==> src/rtl/fun_driver.sv <==
`default_nettype none
// ============================================================================
//  Module   : fun_driver
//  Purpose  : Upstream sequencer for the fun datapath (y = sqrt(a + cbrt(b))).
//             Accepts operand pairs on a valid/ready stream. Launches one fun
//             operation at a time and holds the operands stable while it runs.
//             Captures the result when fun's busy falls, buffers results in a
//             small FIFO and returns them on a valid/ready stream.
//  Ports    : clk_i, rst_i (async, active-low)
//             in_valid_i / in_ready_o / in_a_bi / in_b_bi  : operand stream
//             fun_start_o / fun_a_bo / fun_b_bo            : launch to fun
//             fun_busy_i / fun_y_bi                        : status from fun
//             out_valid_o / out_ready_i / out_y_bo         : result stream
//             level_o : FIFO occupancy, busy_o : op in flight,
//             err_o   : sticky launch timeout
//  Revision : 1.0  initial release
// ============================================================================
module fun_driver #(
   parameter int W       = 8,
   parameter int DEPTH   = 4,
   parameter int TIMEOUT = 15
) (
   input  logic                       clk_i,
   input  logic                       rst_i,
   input  logic                       in_valid_i,
   output logic                       in_ready_o,
   input  logic [W-1:0]               in_a_bi,
   input  logic [W-1:0]               in_b_bi,
   output logic                       fun_start_o,
   output logic [W-1:0]               fun_a_bo,
   output logic [W-1:0]               fun_b_bo,
   input  logic                       fun_busy_i,
   input  logic [W-1:0]               fun_y_bi,
   output logic                       out_valid_o,
   input  logic                       out_ready_i,
   output logic [W-1:0]               out_y_bo,
   output logic [$clog2(DEPTH):0]     level_o,
   output logic                       busy_o,
   output logic                       err_o
);

   localparam int AW = $clog2(DEPTH);
   localparam int LW = AW + 1;
   localparam int CW = $clog2(TIMEOUT + 1);

   typedef enum logic [1:0] {
      S_IDLE      = 2'd0,
      S_START     = 2'd1,
      S_WAIT_BUSY = 2'd2,
      S_WAIT_DONE = 2'd3
   } state_t;

   state_t          state_q, state_d;
   logic [W-1:0]    a_q, a_d;
   logic [W-1:0]    b_q, b_d;
   logic [CW-1:0]   cnt_q, cnt_d;
   logic            err_q, err_d;

   logic [W-1:0]    mem_q [DEPTH];
   logic [AW-1:0]   wr_ptr_q;
   logic [AW-1:0]   rd_ptr_q;
   logic [LW-1:0]   level_q;

   logic            push;
   logic            pop;

   // ---------------------------------------------------------------- FSM
   always_ff @(posedge clk_i or negedge rst_i) begin
      if (!rst_i) begin
         state_q <= S_IDLE;
         a_q     <= '0;
         b_q     <= '0;
         cnt_q   <= '0;
         err_q   <= 1'b0;
      end else begin
         state_q <= state_d;
         a_q     <= a_d;
         b_q     <= b_d;
         cnt_q   <= cnt_d;
         err_q   <= err_d;
      end
   end

   always_comb begin
      state_d = state_q;
      a_d     = a_q;
      b_d     = b_q;
      cnt_d   = cnt_q;
      err_d   = err_q;
      push    = 1'b0;
      case (state_q)
         S_IDLE: begin
            // Operands are only ever loaded here, so they stay frozen for
            // the whole launch.
            if (in_valid_i && in_ready_o) begin
               a_d     = in_a_bi;
               b_d     = in_b_bi;
               state_d = S_START;
            end
         end
         S_START: begin
            cnt_d   = '0;
            state_d = S_WAIT_BUSY;
         end
         S_WAIT_BUSY: begin
            if (fun_busy_i) begin
               state_d = S_WAIT_DONE;
            end else begin
               cnt_d = cnt_q + CW'(1);
               // Counter is about to reach TIMEOUT: fun never acknowledged
               // the start, give up without producing a result.
               if (cnt_q == CW'(TIMEOUT - 1)) begin
                  err_d   = 1'b1;
                  state_d = S_IDLE;
               end
            end
         end
         S_WAIT_DONE: begin
            if (!fun_busy_i) begin
               push    = 1'b1;
               state_d = S_IDLE;
            end
         end
         default: state_d = S_IDLE;
      endcase
   end

   // A free slot is required before accepting, so a push can never land on
   // a full FIFO: while an op is in flight only pops can happen.
   assign in_ready_o  = (state_q == S_IDLE) && (level_q < LW'(DEPTH));
   assign fun_start_o = (state_q == S_START);
   assign fun_a_bo    = a_q;
   assign fun_b_bo    = b_q;
   assign busy_o      = (state_q != S_IDLE);
   assign err_o       = err_q;

   // ---------------------------------------------------------------- FIFO
   assign out_valid_o = (level_q != '0);
   assign pop         = out_valid_o && out_ready_i;

   always_ff @(posedge clk_i or negedge rst_i) begin
      if (!rst_i) begin
         wr_ptr_q <= '0;
         rd_ptr_q <= '0;
         level_q  <= '0;
         for (int i = 0; i < DEPTH; i++) begin
            mem_q[i] <= '0;
         end
      end else begin
         // Pointers are AW bits wide, so they wrap mod DEPTH for free.
         if (push) begin
            mem_q[wr_ptr_q] <= fun_y_bi;
            wr_ptr_q        <= wr_ptr_q + AW'(1);
         end
         if (pop) begin
            rd_ptr_q <= rd_ptr_q + AW'(1);
         end
         case ({push, pop})
            2'b10:   level_q <= level_q + LW'(1);
            2'b01:   level_q <= level_q - LW'(1);
            default: level_q <= level_q;
         endcase
      end
   end

   assign out_y_bo = out_valid_o ? mem_q[rd_ptr_q] : '0;
   assign level_o  = level_q;

endmodule
`default_nettype wire
==> config.mk <==
export PLATFORM = sky130hd
export DESIGN_NAME = fun_driver
export DESIGN_NICKNAME = d
export VERILOG_FILES = /design/src/rtl/fun_driver.sv
export SDC_FILE = /design/constraint.sdc
export NUM_CORES = 1
export LEC_CHECK = 0
export CORE_MARGIN = 4
export CORE_UTILIZATION = 31
export DETAILED_ROUTE_END_ITERATION = 10
export GPL_ROUTABILITY_DRIVEN = 0
export MAX_ROUTING_LAYER = met4
export PLACE_DENSITY = 0.64
export RECOVER_POWER = 50
export SLEW_MARGIN = 20
export SYNTH_ARGS = -nofsm -noshare
export SYNTH_HDL_FRONTEND = slang
export SYNTH_SLANG_ARGS = --single-unit
==> constraint.sdc <==
create_clock -name clk_i -period 2.4 [get_ports clk_i]
set_input_delay 0.24 -clock clk_i [delete_from_list [all_inputs] [get_ports clk_i]]
set_output_delay 0.24 -clock clk_i [all_outputs]
set_load 0.1 [all_outputs]
Word level (Yosys, flattened, before mapping)
Cells that the tools add are included.
- flip-flop bits (word level): 62
- output and inout port bits: 32
- magnitude comparators: 4
- reductions and logical operators: 13
- bitwise operators: 3
- eq/ne operators: 10
- add/subtract/negate cells: 5
- multiplexer cells: 17
- operators by type and width (operator ; count):
    bitwise mux 32 bit ; 1
    2-to-1 mux 8 bit ; 4
    binary-select mux 8 bit (select 2 bit) ; 1
    demux 8 bit (select 2 bit) ; 1
    2-to-1 mux 2 bit ; 4
    one-hot mux 2 bit (4 select lines) ; 1
    one-hot mux 4 bit (2 select lines) ; 1
    equality test 2 bit (second input constant) ; 3
    >= comparator 3 bit (second input constant) ; 2
    inequality test 2 bit (second input constant) ; 3
    NOT 2 -> 3 bit ; 2
    one-hot mux 3 bit (2 select lines) ; 1
    AND reduction 3 bit ; 2
    nonzero test 2 bit ; 3
    adder 2 x 1 -> 2 bit (second input constant) ; 2
    adder 4 x 1 -> 4 bit (second input constant) ; 1
    equality test 2 x 1 -> 1 bit (second input constant) ; 2
    equality test 4 bit (second input constant) ; 1
    logical AND 1 bit ; 4
    2-to-1 mux 4 bit ; 1
    AND reduction 2 bit ; 2
    adder 3 x 1 -> 3 bit (second input constant) ; 1
    < comparator 3 x 1 -> 1 bit (second input constant) ; 1
    < comparator 3 bit (second input constant) ; 1
    6 further kinds ; 7

Longest topological paths before layout
- depth in word-level cells: 6
- depth in mapped cells: 9

Worst setup path before layout
No wires, ideal clock.
- path type: register -> register
- start: register level_q[2] (netlist: level_o[2])
- end: register a_q[0] (netlist: fun_a_bo[0])
- data required time: 2275 ps
- cell stages (with the launch flop): 6
- arrival time: 3887 ps
- slack: -1612 ps
- cell sequence: dfrtp_1 nor3_1 and2_1 buf_4 buf_6 mux2_2
- word-level cells in the longest chain between the ends: 4
- RTL lines (element ; line ; source):
    from (decl) ; 62 ; logic [LW-1:0] level_q;
    from (signal assigned) ; 159 ; 2'b10: level_q <= level_q + LW'(1);
    from (signal assigned) ; 160 ; 2'b01: level_q <= level_q - LW'(1);
    from (signal assigned) ; 161 ; default: level_q <= level_q;
    < comparator 3 bit ; 130 ; assign in_ready_o = (state_q == S_IDLE) && (level_q < LW'(DEPTH));
    logical AND 1 bit ; 130 ;
    via in_ready_o ; 26 ; output logic in_ready_o,
    logical AND 1 bit ; 95 ; if (in_valid_i && in_ready_o) begin
    AND reduction 2 bit (no line) ; -- ;
    to (signal assigned) ; 71 ; a_q <= '0;
    to (signal assigned) ; 77 ; a_q <= a_d;
    to (decl) ; 54 ; logic [W-1:0] a_q, a_d;
The timed path passes the listed nets, and every way through them passes these cells.
A chain may end at the register's enable or synchronous reset.

Worst setup path in the final report
- start: register rd_ptr_q[0]
- end: output port out_y_bo[4]
- word-level cells in the longest chain between the ends: 5
- RTL lines (element ; line ; source):
    from (decl) ; 61 ; logic [AW-1:0] rd_ptr_q;
    from (signal assigned) ; 156 ; rd_ptr_q <= rd_ptr_q + AW'(1);
    NOT 2 -> 3 bit (implied by the code) ; 166 ; assign out_y_bo = out_valid_o ? mem_q[rd_ptr_q] : '0;
    binary-select mux 8 bit (select 2 bit) ; 166 ;
    2-to-1 mux 8 bit (implied by the code) (2 in series) ; 166 ;
    2-to-1 mux 8 bit ; 166 ;
    to (decl) ; 36 ; output logic [W-1:0] out_y_bo,
No other way between the ends. The select of a mux whose other input is x is not followed.

==> impl_metrics.yaml <==
status:
  status: "complete, but fails checks"
  violations: "max-capacitance violations, max-slew violations"
logic_synthesis:
  synth-seq-cells: 62
  ys_warn_count: 0
  postSynthAreaPerCell_um2: 14.6
  synth.cell_area_um2: 2770
  synth.yosys.seq_area_share: 0.561
  synth_top_area_cell: "dfrtp_1"
  synthCells: 189
  synth-main-ff-cell: "dfrtp_1"
  synth_commonest_cells: "dfrtp_1 (62), mux2_2 (48), and2_1 (10)"
  synth_most_common_cell: "dfrtp_1"
  synth_edf_count: 0
  ys_types: 31
  syn-num-nets: 226
  async_flop_share: 1.00
  yosys-top-cells-area: "dfrtp_1 (56%), mux2_2 (20%), mux4_2 (6.5%)"
  synth_top_area_frac: 0.561
clock_network:
  ctsResizeCount: 0
  numCtsBuffers: 9
  h-tree-depth: 3
  cts_tree: "built"
  path_clk_slew_ns: 0.07
  cts_setup_buffers: 0
  cts_sinks: 62
  clockRootBuffer: "clkbuf_8"
  clkLatencyLatePin_ns: 0.34
  cts_max_path_buffers: 2
detailed_routing:
  via_per_inst: 4.60
  dr.first_iter.drc_count: 41
  drcViolationCount: 0
  dr.pass1.iters: 4
  routed_wl_um: 5320
  via_count: 1708
  wire_per_inst_um: 14.3
  final_antenna_net_count: 0
worst_setup_path:
  critPathCaptureType: "output pin"
  setup.worst_path.class: "flop to output pin"
  r2r_cells: 8
  worst-path-max-fanout: 8
  rrSetupSlack_ns: 0.42
  critPathTopFamily: "multiplexers"
  cp_cell_sequence: "buf_4, mux4_2, and2_2, buf_12"
  cp.required_ns: 2.16
  arrival_ns: 1.86
  crit_path_start_kind: "flop"
  r2r_start: "level_o[2]$_DFFE_PN0P_"
  slowest_delay_ns: 0.52
  crit_slowest_cell: "mux4_2"
  reg2reg_to: "level_o[2]$_DFFE_PN0P_"
  path_buf_inv: 2
global_route:
  antenna_found_initial: 0
  grt_use_met2: 0.176
  busiest_layer: "met2"
  grt.met1_usage: 0.142
  grt_pass1_vias: 1823
  grt_max_degree: 36
  grt_use_total: 0.116
  grt_first_pass_wirelength_um: 8840
  grt-ovfl-total: 0
  grtUsageMet3: 0.0341
worst_hold_path:
  hp-start: "err_o$_DFFE_PN0P_"
  whs_path_depth: 1
  min_path_type: "flop to flop"
  hold-path-endpoint: "err_o$_DFFE_PN0P_"
final_layout:
  drive_gt1_frac: 0.418
  final_nets: 295
  finalInstanceArea_um2: 3720
  n_fill_cell: 819
  syn_to_final_growth_pct: 34.5
  n_antenna_cell: 0
flow_run:
  drv_cap: 1
floorplan:
  dieArea_um2: 10500
  rows: 34
  start_util: 0.317
  die_x_um: 102
  ios: 61
  die_h_um: 102
  core-area_um2: 8720
sta:
  hold_violations: 0
  fmax_mhz: 476
  min_period_over_period: 0.876
  slew-limit-headroom: -0.0657
  worst_pin_slew_ns: 1.60
  slew_viol_final: 28
  timing.hold.ws_ns: 0.484
  rsz0062_at_grt: "no"
  min_period_ns: 2.10
  finalClockSkew_ns: 0.0100
  setup_viol: 0
place:
  dpl_cell_area_um2: 3540
  dp_hpwl_um: 3680
  place.port_buffers: 60
==> cell usage in the layout, fill, tap and decap left out, types with 4 or more instances in the layout <==
cell type and n:
o21ai_0 4, clkbuf_1 14, nand3_1 5, inv_1 9
clkbuf_8 10, ha_1 7, clkdlybuf4s50_1 27, mux2_2 48
nand2_1 6, dfrtp_1 59, buf_12 9, mux4_2 8
buf_4 14, and2_2 8
==> flip-flops by register name (all words and copies together) (netlist names) <==
name and count:
err_o 1, fun_b_bo 8, fun_a_bo 8, wr_ptr_q 2, rd_ptr_q 2, cnt_q 4, level_o 3, state_q 2
mem_q 32
==> area by class of cell <==
type                    count  area (µm²)  share of cell area
clock buffers              10         138              0.0370
clock inverters             6        85.1              0.0229
inverters                   9        33.8             0.00908
multi-input cells         111        1150               0.310
flip-flops and latches     62        1560               0.419
well taps                 108         135              0.0363
repair buffers             65         618               0.166
==> cells by family (layout without fill, tap and decap cells) <==
group	after synthesis	in the layout	share of synthesized area
DFF	62	62	0.561
adders and majority gates	8	8	0.0389
buffers and inverters	16	90	0.0294
AOI/OAI and AO/OA	10	10	0.0235
and+or+nand+nor	29	29	0.0584
muxes	58	58	0.270
xor gates and xnor gates	6	6	0.0190
==> worst max path at each step <==
stage                                  startpoint                       to  slack (ns)  depth (start not counted)
after floorplan            level_o[2]$_DFFE_PN0P_  fun_a_bo[0]$_DFFE_PN0P_       -0.02                          5
final                     rd_ptr_q[0]$_DFFE_PN0P_              out_y_bo[4]        0.30                          4
after global routing      rd_ptr_q[0]$_DFFE_PN0P_              out_y_bo[4]        0.19                          4
after CTS                 rd_ptr_q[0]$_DFFE_PN0P_              out_y_bo[2]        0.25                          4
after global placement                 fun_busy_i   level_o[2]$_DFFE_PN0P_        0.25                          9
after detailed placement               fun_busy_i   level_o[2]$_DFFE_PN0P_        0.19                          9
==> layer usage <==
layer	vias to the layer above	part of all wire	wire length (µm)
met2	46	0.48	2540
li1	809	-	-
met3	9	0.055	295
met4	0	0.014	76
met5	-	0	0
met1	844	0.45	2400
==> through the flow <==
step                      TNS [ns]  utilization  setup WS (ns)  cells
final                            0        0.427          0.298    371
after global routing             0        0.427          0.194    371
after CTS                        0        0.432          0.250    371
after detailed placement         0        0.406          0.195    354
after global placement           0        0.406          0.247    354
after floorplan             -0.198            -        -0.0220    189
==> repair_timing <==
action / CTS / global route
endpoints found under the hold margin: 27 / 0
hold buffers: 1 / 0
endpoints found under the setup margin: 0 / 0
Power is not shown: default switching activity piles up to over one toggle a cycle in this logic, so the estimate is an artifact.
